==> config.mk <==
export PLATFORM = sky130hd
export DESIGN_NAME = coin_acceptor
export DESIGN_NICKNAME = d
export VERILOG_FILES = /design/src/rtl/coin_acceptor.sv
export SDC_FILE = /design/constraint.sdc
export NUM_CORES = 1
export LEC_CHECK = 0
export ABC_AREA = 0
export CAP_MARGIN = 20
export CELL_PAD_IN_SITES_DETAIL_PLACEMENT = 1
export CELL_PAD_IN_SITES_GLOBAL_PLACEMENT = 2
export CORE_UTILIZATION = 39
export CTS_CLUSTER_SIZE = 10
export DETAILED_ROUTE_END_ITERATION = 10
export PLACE_DENSITY_LB_ADDON = 0.15
export REMOVE_ABC_BUFFERS = 1
export SETUP_SLACK_MARGIN = 0.02
export SYNTH_ARGS = -nofsm -noshare
export SYNTH_HDL_FRONTEND = slang
export SYNTH_SLANG_ARGS = --single-unit
==> constraint.sdc <==
create_clock -name clk -period 4.5 [get_ports clk]
set_input_delay 0.45 -clock clk [delete_from_list [all_inputs] [get_ports clk]]
set_output_delay 0.45 -clock clk [all_outputs]
set_load 0.02 [all_outputs]
==> src/rtl/coin_acceptor.sv <==
// Coin-slot front end: synchronizes and debounces the 50c / 1 EUR sensors into
// one-cycle coin codes, rejects ambiguous or disabled coins, and latches a stuck-sensor fault.
module coin_acceptor #(
  parameter int  DEBOUNCE_CYCLES = 4,
  parameter int  STUCK_CYCLES    = 1000,
  localparam int CNT_W           = $clog2(STUCK_CYCLES + 1)
) (
  input  logic       clk,
  input  logic       rst,
  input  logic       s50_raw,
  input  logic       s100_raw,
  input  logic       accept_en,
  output logic [1:0] coin,
  output logic       reject,
  output logic       fault
);

  typedef enum logic [1:0] {IDLE, QUAL, RELEASE, FAULT} state_t;

  localparam logic [CNT_W-1:0] DEB_LAST   = CNT_W'(DEBOUNCE_CYCLES - 1);
  localparam logic [CNT_W-1:0] STUCK_LAST = CNT_W'(STUCK_CYCLES - 1);
  localparam logic [CNT_W-1:0] CNT_ONE    = CNT_W'(1);

  state_t           state;
  logic             s50_meta, s50_q, s100_meta, s100_q;
  logic             kind;        // 0 = 50 cent, 1 = 1 Euro
  logic [CNT_W-1:0] cnt;         // high run while qualifying, low run while releasing
  logic [CNT_W-1:0] stuck_cnt;
  logic             own, other, any_high;

  assign own      = kind ? s100_q : s50_q;
  assign other    = kind ? s50_q  : s100_q;
  assign any_high = s50_q | s100_q;

  // Synchronizers, coin FSM and registered outputs.
  always_ff @(posedge clk) begin
    if (rst) begin
      s50_meta  <= 1'b0;
      s50_q     <= 1'b0;
      s100_meta <= 1'b0;
      s100_q    <= 1'b0;
      state     <= IDLE;
      kind      <= 1'b0;
      cnt       <= '0;
      stuck_cnt <= '0;
      coin      <= 2'b00;
      reject    <= 1'b0;
      fault     <= 1'b0;
    end else begin
      s50_meta  <= s50_raw;
      s50_q     <= s50_meta;
      s100_meta <= s100_raw;
      s100_q    <= s100_meta;
      coin      <= 2'b00;
      reject    <= 1'b0;
      case (state)
        IDLE: begin
          if ((s50_q ^ s100_q) && accept_en) begin
            kind <= s100_q;
            if (DEBOUNCE_CYCLES == 1) begin
              coin      <= s100_q ? 2'b10 : 2'b01;
              cnt       <= '0;
              stuck_cnt <= '0;
              state     <= RELEASE;
            end else begin
              cnt   <= CNT_ONE;
              state <= QUAL;
            end
          end else if (any_high) begin
            reject    <= 1'b1;
            cnt       <= '0;
            stuck_cnt <= '0;
            state     <= RELEASE;
          end else begin
            cnt <= '0;
          end
        end
        QUAL: begin
          if (!own) begin
            cnt   <= '0;
            state <= IDLE;
          end else if (other || !accept_en) begin
            reject    <= 1'b1;
            cnt       <= '0;
            stuck_cnt <= '0;
            state     <= RELEASE;
          end else if (cnt == DEB_LAST) begin
            coin      <= kind ? 2'b10 : 2'b01;
            cnt       <= '0;
            stuck_cnt <= '0;
            state     <= RELEASE;
          end else begin
            cnt <= cnt + CNT_ONE;
          end
        end
        RELEASE: begin
          // Stuck time accumulates over the whole release, not just one high run.
          if (any_high) begin
            cnt <= '0;
            if (stuck_cnt == STUCK_LAST) begin
              fault <= 1'b1;
              state <= FAULT;
            end else begin
              stuck_cnt <= stuck_cnt + CNT_ONE;
            end
          end else if (cnt == DEB_LAST) begin
            cnt   <= '0;
            state <= IDLE;
          end else begin
            cnt <= cnt + CNT_ONE;
          end
        end
        FAULT: begin
          fault <= 1'b1;
        end
        default: begin
          state <= IDLE;
        end
      endcase
    end
  end

endmodule
==> out/summary.txt, run 1 <==
Status -> finished clean
DR DRC count -> 0
Dpl hpwl -> 2850 um
Met3 Usage GRT -> 0.0507
Fill cell count -> 495
Setup TNS -> 0 ps
I/O Buffers -> 8
Sequential share of power -> 0.410
Antenna violations before repair -> 0
GR Util met1 -> 0.260
CTS sink cnt -> 31
Final worst slack -> 2050 ps
DR vias -> 1,400
FF-to-FF End -> stuck_cnt[3]
Power density cells -> 376 nW/um2
GR Layer Usage met2 -> 0.310
Sw Share -> 0.273
Post-Syn Instances -> 189
CP max FO -> 14
Yosys cell types -> 45
Routability-driven placement congestion ratio -> 0.831
Worst-path clk slew -> 80 ps
Chip width -> 67.2 um
Final instance area -> 1890 um2
Synth warn -> 0
Post-route antenna net violation count -> 0
Die area -> 4510 um2
Crit Path Category -> flip-flop to flip-flop
H-tree depth -> 2
Post-synth top area share -> 0.375
Post-cts sizing count -> 0
Register bit total from synthesis -> 31
Combinational share of power -> 0.193
List of most frequent post-synthesis cells -> dfxtp_1, nor2_1, a21oi_1
CP endpoint kind -> flip-flop
Initial Util -> 0.411
Layout cells sized above 1 -> 0.0754
GRT busiest layer -> met2
Worst endpoint required time -> 4700 ps
R2R setup slack -> 2050 ps
Routed len/inst -> 15.3 um
Clk_skew -> 13.0 ps
Area growth from synthesis to layout -> 13.9%
Crit path DAT -> 2650 ps
Average via count per standard cell -> 5.62
Post-DP Area -> 1770 um2
Worst path max stage delay -> 520 ps
Clk Latency, worst-skew pair -> 280 ps
Final Max Slew Viols -> 0
Top_reg_cell synth -> dfxtp_1
Min-Delay Endpoint -> s100_q
EDFF count, synth -> 0
P_int -> 516 uW
Routed wire length -> 3810 um
Vias in the first global route -> 1,374
CTS root buffer -> clkbuf_8
Max-Cap Viols -> 0
Critical-path top delay cell -> or4_1
CTS Buf Count -> 5
Fin crit period -> 2450 ps
Top area cells in the synthesized netlist -> dfxtp_1, ha_1, a21oi_1
Synth Area per Inst -> 8.76 um2
Clock buffer depth -> 2
Startpoint types -> flip-flop
DRT Pass-1 Iters -> 4
Die Y -> 67.2 um
Fin nets -> 211
Hold_buf cts -> 0
Antenna cell count -> 0
Worst Tran Pin Value -> 1000 ps
I/O pin total -> 9
Clock share of power -> 0.397
Slew margin rel. -> 0.331
Start point of the worst hold path -> s100_meta
Psw -> 194 uW
Cell with the most instances after synthesis -> dfxtp_1
Worst vdd ir -> 0.186 mV
Hold slack -> 442 ps
Global-route wire length before repair -> 6510 um
Worst hold path type -> flip-flop to flip-flop
Global Route Usage Sum -> 0.197
Hold-critical path depth -> 1
Core area -> 4030 um2
RSZ-0062 raised after global routing -> false
P_leak -> 0.000623 uW
Max Clock Freq -> 409 MHz
R2R Path Start -> state[0]
Post-Syn Area -> 1660 um2
Post-CTS Setup Bufs -> 0
Fraction of registers with async set/reset -> 0
Core Rows -> 23
Cell Chain, Critical Path -> inv_1 -> ha_1 -> a21o_1 -> a221oi_4 -> o211ai_2 -> or4_1 -> a21oi_1
Initial detailed-routing violation count -> 53
CTS tree -> yes
Setup WS pre-CTS -> 1970 ps
Post-synthesis sequential area ratio -> 0.375
Yosys top cell by area -> dfxtp_1
Reg2Reg Depth -> 7
Final hold vios -> 0
Setup violators final -> 0
GR Overflow Total -> 0
Final Cycle Share -> 0.544
Largest net degree at the start of global routing -> 30
## stage by stage
| step | utilization | power, uW | std cells |
|---|---|---|---|
| after floorplan | - | 393 | 183 |
| after global placement | 0.439 | 427 | 241 |
| after detailed placement | 0.439 | 432 | 241 |
| after CTS | 0.468 | 716 | 249 |
| after global routing | 0.468 | 748 | 249 |
| final | 0.468 | 709 | 249 |
## critical path: cells and delay by family (launching register included)
family	cells	cell delay (ps)
AO/OA/AOI/OAI	4	980
adder cells (fa/ha/maj)	1	400
buffers and inverters	1	90
flip-flops	1	380
AND/OR/NAND/NOR	1	520
## state kept, by name (all words and copies together) (netlist names)
signal	count
cnt	10
stuck_cnt	10
coin	2
state	2
fault	1
kind	1
reject	1
s100_meta	1
s100_q	1
s50_meta	1
s50_q	1
## kinds of logic after synthesis
group           after synthesis  synth area share
mux                           3            0.0181
fa+ha+maj                     8            0.0605
simple gates                 77             0.271
xor+xnor                      8            0.0423
compound gates               48             0.197
flops                        31             0.375
buf+inv                      14            0.0363
## layer usage
layer | vias to the layer above | routed length (um)
li1 | 702 | -
met1 | 682 | 1890
met2 | 12 | 1790
met3 | 4 | 84
met4 | 0 | 40
met5 | - | 0
## worst max-delay path by stage
stage,slack [ps],cells after the start,end,from
floorplan,2390,7,stuck_cnt[3],state[0]
global placement,2030,6,stuck_cnt[9],accept_en
detailed placement,1970,6,stuck_cnt[9],accept_en
CTS,2050,7,stuck_cnt[9],state[0]
global route,1860,7,stuck_cnt[3],state[0]
finish,2050,7,stuck_cnt[3],state[0]
## power by group through the flow
| stage | sequential [uW] | clock, uW | combinational, uW |
|---|---|---|---|
| 6_report | 291 | 281 | 137 |
| 5_1_grt | 291 | 302 | 155 |
| 4_1_cts | 291 | 289 | 137 |
| 3_5_place_dp | 297 | 0 | 136 |
| 3_3_place_gp | 296 | 0 | 131 |
| 2_1_floorplan | 295 | 0 | 97.9 |
## cell usage in the layout, fill, tap and decap left out, drive strengths merged, types with 6 or more instances in the layout
cell,count
a21oi,16
clkbuf,6
nor2b,7
ha,8
nor2,19
dfxtp,31
inv,8
or4,8
clkdlybuf4s50,8
o21ai,13
nand2,11
## area by class of cell
| cell class | instances | area (um2) | area share |
|---|---|---|---|
| Multi-Input combinational cell | 144 | 975 | 0.517 |
| Sequential cell | 31 | 621 | 0.329 |
| Clock buffer | 6 | 82.6 | 0.0438 |
| Timing Repair Buffer | 8 | 80.1 | 0.0425 |
| Clock inverter | 2 | 35.0 | 0.0186 |
| Inverter | 8 | 30.0 | 0.0159 |
| Tap cell | 50 | 62.6 | 0.0332 |
(Power assumes the default switching activity.)
==> inputs of run 2 (changes only) <==
--- a/config.mk
+++ b/config.mk
@@ -9,7 +9,7 @@
 export CAP_MARGIN = 20
 export CELL_PAD_IN_SITES_DETAIL_PLACEMENT = 1
 export CELL_PAD_IN_SITES_GLOBAL_PLACEMENT = 2
-export CORE_UTILIZATION = 39
+export CORE_UTILIZATION = 36
 export CTS_CLUSTER_SIZE = 10
 export DETAILED_ROUTE_END_ITERATION = 10
 export PLACE_DENSITY_LB_ADDON = 0.15
==> constraint.sdc (replaced) <==
create_clock -name clk -period 2.4 [get_ports clk]
set_input_delay 0.24 -clock clk [delete_from_list [all_inputs] [get_ports clk]]
set_output_delay 0.24 -clock clk [all_outputs]
set_load 0.02 [all_outputs]
==> run 2 against run 1 <==
  * Critical endpoint unchanged
  * Total power is 81% higher
  * Combinational power is 100% higher
  * Clock power is 63% higher
  * First-iteration DRC count is 7.5% lower
  * Critical path type unchanged
  * Register-to-register slack worse by 1900 ps
  * Cell count is 3.2% higher
  * Largest power group unchanged
  * Worst hold slack worse by 4.3 ps
  * Non-clock buffer count is 6 higher
  * Sequential power is 87% higher
  * Via count is 0.86% higher
==> out/summary.txt, run 2 (same netlist as run 1, synthesis figures left out) <==
Status -> finished clean (unchanged)
Sw Share -> 0.293 (was 0.273)
Combinational share of power -> 0.218 (was 0.193)
Crit Path Category -> flip-flop to flip-flop (unchanged)
Final Max Slew Viols -> 0 (unchanged)
Clk Latency, worst-skew pair -> 280 ps (about the same)
Antenna violations before repair -> 0 (unchanged)
Max Clock Freq -> 449 MHz (was 409 MHz)
Setup TNS -> 0 ps (unchanged)
Worst endpoint required time -> 2600 ps (was 4700 ps)
Average via count per standard cell -> 5.49 (was 5.62)
Antenna cell count -> 0 (unchanged)
CTS tree -> yes (unchanged)
Most frequent cells in the layout -> dfxtp_1, nor2_1, a21oi_1 (unchanged)
CP max FO -> 8 (was 14)
I/O pin total -> 9 (unchanged)
Global-route wire length before repair -> 6520 um (was 6510 um)
DRT Pass-1 Iters -> 4 (unchanged)
Reg2Reg Depth -> 7 (unchanged)
Psw -> 376 uW (was 194 uW)
RSZ-0062 raised after global routing -> false (unchanged)
Start point of the worst hold path -> s50_meta (was s100_meta)
Sequential share of power -> 0.425 (was 0.410)
Post-DP Area -> 1810 um2 (was 1770 um2)
Routability-driven placement congestion ratio -> 0.822 (was 0.831)
R2R Path Start -> s50_q (was state[0])
Worst vdd ir -> 0.260 mV (was 0.186 mV)
Clk_skew -> 6.64 ps (was 13.0 ps)
Post-route antenna net violation count -> 0 (unchanged)
Max-Cap Viols -> 0 (unchanged)
Worst hold path type -> flip-flop to flip-flop (unchanged)
Core area -> 4380 um2 (was 4030 um2)
Fin nets -> 217 (was 211)
Setup violators final -> 0 (unchanged)
CTS root buffer -> clkbuf_8 (unchanged)
Min-Delay Endpoint -> s50_q (was s100_q)
Fill cell count -> 513 (was 495)
GR Overflow Total -> 0 (unchanged)
Final Cycle Share -> 0.928 (was 0.544)
Power density cells -> 665 nW/um2 (was 376 nW/um2)
CTS Buf Count -> 5 (unchanged)
Chip width -> 69.8 um (was 67.2 um)
Worst-path clk slew -> 70 ps (was 80 ps)
P_int -> 907 uW (was 516 uW)
CTS sink cnt -> 31 (unchanged)
DR DRC count -> 0 (unchanged)
Global Route Usage Sum -> 0.170 (was 0.197)
Area growth from synthesis to layout -> 16.6% (was 13.9%)
Hold slack -> 438 ps (was 442 ps)
FF-to-FF End -> stuck_cnt[3] (unchanged)
Top Registers -> cnt: 10 flops, stuck_cnt: 10 flops (unchanged)
Routed wire length -> 3960 um (was 3810 um)
Core Rows -> 24 (was 23)
Final hold vios -> 0 (unchanged)
Die Y -> 69.8 um (was 67.2 um)
Final instance area -> 1930 um2 (was 1890 um2)
Dpl hpwl -> 2950 um (was 2850 um)
Clock buffer depth -> 2 (unchanged)
Startpoint types -> flip-flop (unchanged)
Slew margin rel. -> 0.595 (was 0.331)
Clock share of power -> 0.357 (was 0.397)
Worst Tran Pin Value -> 606 ps (was 1000 ps)
I/O Buffers -> 8 (unchanged)
Crit path DAT -> 2430 ps (was 2650 ps)
Initial Util -> 0.378 (was 0.411)
R2R setup slack -> 170 ps (was 2050 ps)
H-tree depth -> 2 (unchanged)
Fin crit period -> 2230 ps (was 2450 ps)
Die area -> 4870 um2 (was 4510 um2)
Initial detailed-routing violation count -> 49 (was 53)
Largest net degree at the start of global routing -> 20 (was 30)
Vias in the first global route -> 1,438 (was 1,374)
P_leak -> 0.000642 uW (was 0.000623 uW)
Most common cell after layout, fill and taps aside -> dfxtp_1 (unchanged)
Routed len/inst -> 15.4 um (was 15.3 um)
CP endpoint kind -> flip-flop (unchanged)
Layout cells sized above 1 -> 0.112 (was 0.0754)
Hold-critical path depth -> 1 (unchanged)
DR vias -> 1,412 (was 1,400)
run 2: area by class of cell:
cell class / instances / area [um2] / area share
tap: 52 / 65.1 / 0.0337
sequential: 31 / 623 / 0.323
clock buffer: 7 / 96.3 / 0.0499
clock inverter: 1 / 7.51 / 0.00389
inverter: 8 / 30.0 / 0.0156
multi-input combinational: 144 / 983 / 0.509
timing repair buffer: 14 / 125 / 0.0648
run 2: what timing repair did:
item | 4_1_cts | 5_1_grt
gates resized for setup | 0 | 3
buffers inserted | 0 | 1
hold buffers | 0 | 0
hold endpoints to repair | 0 | 0
endpoints found under the setup margin | 0 | 2
run 2: worst max path at each step:
stage	startpoint	slack [ps]	cells past startpoint	endpoint
after CTS	s50_q	100	7	stuck_cnt[9]
final	s50_q	170	7	stuck_cnt[3]
after global placement	s50_q	210	7	stuck_cnt[9]
after floorplan	state[0]	290	7	stuck_cnt[3]
after detailed placement	s50_q	150	7	stuck_cnt[3]
after global routing	s50_q	60	7	stuck_cnt[9]
run 2: critical path, cell delays in order, from the launching register on:
cell and delay, ps:
dfxtp_2 360, inv_1 90, ha_1 330, a21o_1 200
a221oi_4 370, o211ai_4 160, or4_1 490, a21oi_1 150
run 2: routing by layer:
metal  wire [um]  part of all wire  track usage  up-vias
met4          20            0.0051       0.0467        0
met2        2060              0.52        0.307        9
met1        1810              0.46        0.195      684
li1            -                 -            -      717
met3          69             0.017       0.0480        2
met5           0                 0            0        -
run 2: power by group through the flow:
| stage | logic [uW] | clock network, uW | registers [uW] |
|---|---|---|---|
| CTS | 265 | 479 | 545 |
| detailed placement | 262 | 0 | 557 |
| floorplan | 184 | 0 | 554 |
| global route | 310 | 501 | 547 |
| finish | 280 | 458 | 545 |
| global placement | 259 | 0 | 555 |
run 2: through the flow:
| stage | utilization | total power, uW | cells | setup WS (ps) |
|---|---|---|---|---|
| after detailed placement | 0.412 | 819 | 248 | 146 |
| after floorplan | - | 738 | 183 | 289 |
| after global placement | 0.412 | 814 | 248 | 215 |
| final | 0.440 | 1280 | 257 | 174 |
| after global routing | 0.440 | 1360 | 257 | 59.4 |
| after CTS | 0.436 | 1290 | 256 | 97.9 |
